`src/rtl/mem_arb_pkg.sv`:
```
`default_nettype none
// ============================================================================
// Module      : mem_arb_pkg
// Description : Shared constants for the main-memory arbiter: FSM state
//               encoding, requester side identifiers and the cache block
//               length in words (the same value Cache_Control uses).
// Revision    : 1.0 - initial release
// ============================================================================
package mem_arb_pkg;

    // Arbiter FSM state encoding
    localparam logic [1:0] ARB_IDLE    = 2'd0;
    localparam logic [1:0] ARB_GRANT_I = 2'd1;
    localparam logic [1:0] ARB_GRANT_D = 2'd2;
    localparam logic [1:0] ARB_DONE    = 2'd3;

    // Identifies which side most recently completed a fill
    localparam logic C_SIDE_I = 1'b0;
    localparam logic C_SIDE_D = 1'b1;

    // Words per cache block; shared with Cache_Control
    localparam int WORDS_PER_BLOCK = 8;

endpackage : mem_arb_pkg
`default_nettype wire

```
`src/rtl/beat_counter.sv`:
```
`default_nettype none
// ============================================================================
// Module      : beat_counter
// Description : Counts valid DRAM beats within one block fill and flags the
//               final beat of the block.
// Ports       : clk  - system clock
//               rst  - asynchronous active-high reset
//               clr  - synchronous clear (has priority over inc)
//               inc  - advance the count by one
//               last - count currently equals WORDS_PER_BLOCK-1
// Revision    : 1.0 - initial release
// ============================================================================
module beat_counter #(
    parameter int WORDS_PER_BLOCK = 8,
    parameter int CNT_W           = 3
) (
    input  logic clk,
    input  logic rst,
    input  logic clr,
    input  logic inc,
    output logic last
);

    localparam logic [CNT_W-1:0] C_LAST_CNT = CNT_W'(WORDS_PER_BLOCK - 1);

    logic [CNT_W-1:0] r_count;

    always_ff @(posedge clk or posedge rst) begin
        if (rst) begin
            r_count <= '0;
        end else if (clr) begin
            r_count <= '0;
        end else if (inc) begin
            r_count <= r_count + 1'b1;
        end
    end

    assign last = (r_count == C_LAST_CNT);

endmodule : beat_counter
`default_nettype wire

```
`src/rtl/mem_arbiter.sv`:
```
`default_nettype none
// ============================================================================
// Module      : mem_arbiter
// Description : Arbitrates the single off-chip memory port between the
//               instruction-side and data-side memory_system instances.
//               One requester is granted at a time; the grant is held until a
//               full block has returned, followed by a one-cycle dead state.
//               Ties are broken away from the side that last completed.
// Ports       : clk            - system clock
//               rst            - asynchronous active-high reset
//               i_busy/i_addr  - I-side miss pending / fill address
//               d_busy/d_addr  - D-side miss pending / fill address
//               mem_data_valid - DRAM returning a valid word
//               i_proceed      - grant to I-side
//               d_proceed      - grant to D-side
//               i_data_valid   - mem_data_valid gated to I-side
//               d_data_valid   - mem_data_valid gated to D-side
//               mem_enable     - DRAM read enable
//               mem_addr       - DRAM address (0 when not granting)
// Revision    : 1.0 - initial release
// ============================================================================
module mem_arbiter #(
    parameter int WORDS_PER_BLOCK = mem_arb_pkg::WORDS_PER_BLOCK,
    parameter int CNT_W           = 3
) (
    input  logic        clk,
    input  logic        rst,
    input  logic        i_busy,
    input  logic [15:0] i_addr,
    input  logic        d_busy,
    input  logic [15:0] d_addr,
    input  logic        mem_data_valid,
    output logic        i_proceed,
    output logic        d_proceed,
    output logic        i_data_valid,
    output logic        d_data_valid,
    output logic        mem_enable,
    output logic [15:0] mem_addr
);

    import mem_arb_pkg::*;

    logic [1:0] r_state;
    logic       r_last_grant;

    logic w_grant_i;
    logic w_grant_d;
    logic w_granted;
    logic w_owner_busy;
    logic w_last;
    logic w_final;
    logic w_abort;
    logic w_cnt_clr;
    logic w_cnt_inc;

    assign w_grant_i    = (r_state == ARB_GRANT_I);
    assign w_grant_d    = (r_state == ARB_GRANT_D);
    assign w_granted    = w_grant_i | w_grant_d;
    assign w_owner_busy = w_grant_i ? i_busy : d_busy;

    // Completing the block takes precedence over a busy drop on the same beat
    assign w_final = w_granted & mem_data_valid & w_last;
    assign w_abort = w_granted & ~w_owner_busy & ~w_final;

    // Held clear outside a grant so stray beats in IDLE/DONE are never counted
    assign w_cnt_clr = ~w_granted | w_final | w_abort;
    assign w_cnt_inc = w_granted & mem_data_valid;

    beat_counter #(
        .WORDS_PER_BLOCK (WORDS_PER_BLOCK),
        .CNT_W           (CNT_W)
    ) u_beat_counter (
        .clk  (clk),
        .rst  (rst),
        .clr  (w_cnt_clr),
        .inc  (w_cnt_inc),
        .last (w_last)
    );

    always_ff @(posedge clk or posedge rst) begin
        if (rst) begin
            r_state      <= ARB_IDLE;
            r_last_grant <= C_SIDE_I;
        end else begin
            case (r_state)
                ARB_IDLE: begin
                    if (i_busy && d_busy) begin
                        // Grant the side that did not finish most recently
                        r_state <= (r_last_grant == C_SIDE_I) ? ARB_GRANT_D : ARB_GRANT_I;
                    end else if (i_busy) begin
                        r_state <= ARB_GRANT_I;
                    end else if (d_busy) begin
                        r_state <= ARB_GRANT_D;
                    end
                end
                ARB_GRANT_I: begin
                    if (w_final) begin
                        r_state      <= ARB_DONE;
                        r_last_grant <= C_SIDE_I;
                    end else if (w_abort) begin
                        r_state <= ARB_IDLE;
                    end
                end
                ARB_GRANT_D: begin
                    if (w_final) begin
                        r_state      <= ARB_DONE;
                        r_last_grant <= C_SIDE_D;
                    end else if (w_abort) begin
                        r_state <= ARB_IDLE;
                    end
                end
                // Dead cycle lets the finished requester drop fsm_busy
                ARB_DONE: begin
                    r_state <= ARB_IDLE;
                end
                default: begin
                    r_state <= ARB_IDLE;
                end
            endcase
        end
    end

    assign i_proceed    = w_grant_i;
    assign d_proceed    = w_grant_d;
    assign mem_enable   = w_granted;
    assign i_data_valid = w_grant_i & mem_data_valid;
    assign d_data_valid = w_grant_d & mem_data_valid;
    assign mem_addr     = w_grant_i ? i_addr :
                          w_grant_d ? d_addr : 16'h0000;

endmodule : mem_arbiter
`default_nettype wire

```
`config.mk`:
```
export PLATFORM = sky130hd
export DESIGN_NAME = mem_arbiter
export DESIGN_NICKNAME = d
export VERILOG_FILES = /design/src/rtl/mem_arb_pkg.sv /design/src/rtl/beat_counter.sv /design/src/rtl/mem_arbiter.sv
export SDC_FILE = /design/constraint.sdc
export NUM_CORES = 1
export LEC_CHECK = 0
export CAP_MARGIN = 0
export CORE_ASPECT_RATIO = 1.1
export CORE_MARGIN = 2
export CORE_UTILIZATION = 27
export DETAILED_ROUTE_END_ITERATION = 10
export PLACE_DENSITY_LB_ADDON = 0.08
export SYNTH_ARGS = -nofsm -noshare
export SYNTH_HDL_FRONTEND = slang
export SYNTH_SLANG_ARGS = --single-unit
export TNS_END_PERCENT = 20
```
`constraint.sdc`:
```
create_clock -name clk -period 1.6 [get_ports clk]
set_input_delay 0.32 -clock clk [delete_from_list [all_inputs] [get_ports clk]]
set_output_delay 0.32 -clock clk [all_outputs]
set_load 0.005 [all_outputs]
```
==> impl_metrics.ini <==
[detailed_routing]
firstDrtPassIters = 4
drtAntennaViolNets = 0
post-route-drc-count = 0
viasPerCell = 4.66
wl_per_cell_um = 13.7
dr_total_vias = 919
drt_iter0_drc = 7
wirelength_um = 2710

[global_routing]
grt_pass1_wl_um = 4060
grt_max_degree = 11
grt-ovfl-total = 0
grt_use_total_pct = 20.0
grt_pass1_vias = 884
antenna_found_initial = 0

[clock_tree]
h-tree-depth = 1
cts_tree = done
clk_latency_ps = 240
clkTransAtPathRegs_ps = 40
root_buffer = clkbuf_4
clock-sinks = 6
clk_path_buf_depth = 2
numCtsBuffers = 3

[floorplanning]
initial_core_util_pct = 28.2
die_x_um = 49.8
io_pins = 58
fp.coreArea_um2 = 2210
die_area_um2 = 2710
fp.dieH_um = 54.4
rows = 18

[setup_path]
end_kind = output pin
start_kind = flop
crit_fanout = 3
cp_data_arrival_time_ps = 1480
worstPathCellList = buf_6, ha_4, inv_4, nor2_4, buf_6, a22o_1, buf_2
crit_top_cell = buf_6
path_buf_inv = 4
slowest_stage = dfrtp_1
slowest_delay_ps = 410
critical_path_class = reg2out
worstPathRequired_ps = 1280
cp_top_family = buffers and inverters

[timing]
relSlewSlack_pct = 83.9
max_freq_mhz = 554
whs_ps = 280
finalWorstSetupSlack_ps = -205
setup_viol = 22
final.period_utilization_pct = 113
hold_viol_final = 0
drv_slew = 0
rsz0062_at_grt = yes
min_period_ps = 1800
fin_skew_ps = 1.99
tightest_slew_ps = 240

[synth]
ys_warn_count = 0
synth_cell_type_count = 21
synth_seq_area_share_pct = 24.1
netlist_top_cells_area = dfrtp_1 24%, nand2_1 16%, ha_1 12%, o21ai_0 8.8%, a22o_1 7.0%
syn_inst = 87
netlist_area_um2 = 623
synth_edf_count = 0
synthesis.nets = 130
post_synth.cell_area_avg_um2 = 7.16
synth_top_area_cell = dfrtp_1
synth_top_area_share_pct = 24.1
ys_ff_latch = 6
async_reset_ff_share_pct = 100
synth_flop_cell = dfrtp_1

[hold_path]
hold_path.class = in2async

[cells_and_area]
drive_gt1_share_pct = 40.7
antenna_cells = 0
syn2layout_area_growth_pct = 141
layout.nets = 212
post-route-cell-area_um2 = 1500
fin_util_pct = 68.0
post_layout_nonfiller_instances = 197

[placed_design]
dp.cells = 183
routabilityCongestion = 0.780
io_buffers = 57
postPlaceCellArea_um2 = 1330
dp_hpwl_um = 1890

[outcome]
status = finished, violations left
violations = setup timing

[power_and_ir_drop]
max-vdd-ir-drop_mv = 1.39
leakage_nw = 0.705
power.density_nw_per_um2 = 1580
p_total_mw = 2.38

[run]
max_cap_violations = 0
layout by cell type, fill, tap and decap left out, types with 3 or more instances in the layout:
cell type,n
o21ai_1,9
ha_4,3
nand2_1,24
buf_4,12
ha_1,3
clkbuf_4,3
a22o_1,5
clkdlybuf4s50_1,36
buf_6,11
nand3_1,3
mux2_4,3
buf_2,18
dfrtp_1,6
layer usage:
metal / GRT usage, % / part of all wire [%] / vias to the layer above
li1: - / - / 460
met1: 21.7 / 41 / 408
met2: 38.2 / 51 / 46
met3: 3.83 / 6.9 / 5
met4: 9.26 / 1.6 / 0
met5: 0 / 0 / -
layout make-up:
type / instances / area (um^2)
repair buffers: 82 / 737
fillers: 199 / 706
multi-input cells: 71 / 533
flip-flops and latches: 6 / 150
well taps: 30 / 37.5
clock buffers: 3 / 22.5
inverters: 5 / 21.3
through the flow:
stage | setup slack (ps) | TNS, ps
global placement | -304 | -5350
CTS | -184 | -3170
global route | -256 | -4470
detailed placement | -386 | -6700
finish | -205 | -2910
floorplan | 9.99 | 0
worst paths after layout:
path / startpoint / endpoint / slack, ps / depth (start not counted)
max in group asynchronous: rst / u_beat_counter.r_count[1]$_DFFE_PP0P_ / 1140 / 2
min in group clk: r_last_grant$_DFFE_PP0P_ / r_last_grant$_DFFE_PP0P_ / 510 / 2
worst max register to register: r_state[1]$_DFFE_PP0P_ / r_state[1]$_DFFE_PP0P_ / -150 / 6
worst min register to register: r_last_grant$_DFFE_PP0P_ / r_last_grant$_DFFE_PP0P_ / 510 / 2
worst max-delay path: r_state[1]$_DFFE_PP0P_ / mem_addr[13] / -200 / 7
worst min-delay path: rst / r_last_grant$_DFFE_PP0P_ / 280 / 2
kinds of logic after synthesis:
kind of cell | after synthesis | share of synthesized area, %
AO/OA/AOI/OAI | 23 | 24.7
XOR/XNOR | 1 | 1.41
adder cells (fa/ha/maj) | 6 | 12.0
buffers and inverters | 10 | 6.43
flip-flops | 6 | 24.1
multiplexers | 3 | 6.02
AND/OR/NAND/NOR | 38 | 25.3
sequential cells by signal, summed over array words and instances (netlist names):
| name | cells |
|---|---|
| u_beat_counter.r_count | 3 |
| r_state | 2 |
| r_last_grant | 1 |
power breakdown:
part / switching [mW] / internal [mW]
clock network: 0.0484 / 0.0844
logic: 0.856 / 1.16
registers: 0.0380 / 0.187
total: 0.942 / 1.44
cell usage after synthesis, types with 2 or more instances:
cell,instances
clkbuf_1,2
a22o_1,5
inv_1,5
buf_2,2
nand3_1,4
and2_1,3
a21oi_1,3
dfrtp_1,6
nor2_1,3
mux2_1,2
o21ai_0,11
nand2_1,27
ha_1,6
what timing repair did:
item	4_1_cts	5_1_grt
gates resized for setup	115	15
pin swaps	6	3
setup endpoints to repair	26	26
buffers inserted	8	1
hold buffers	0	0
cloned	2	0
worst register-to-register path, cell delays in order, from the launching register on:
cell and delay, ps:
dfrtp_1 390, inv_2 70, ha_4 180, buf_4 130, mux2_4 320, a32oi_4 220, mux2_4 320
No activity file was read; power rests on OpenSTA's default activity.
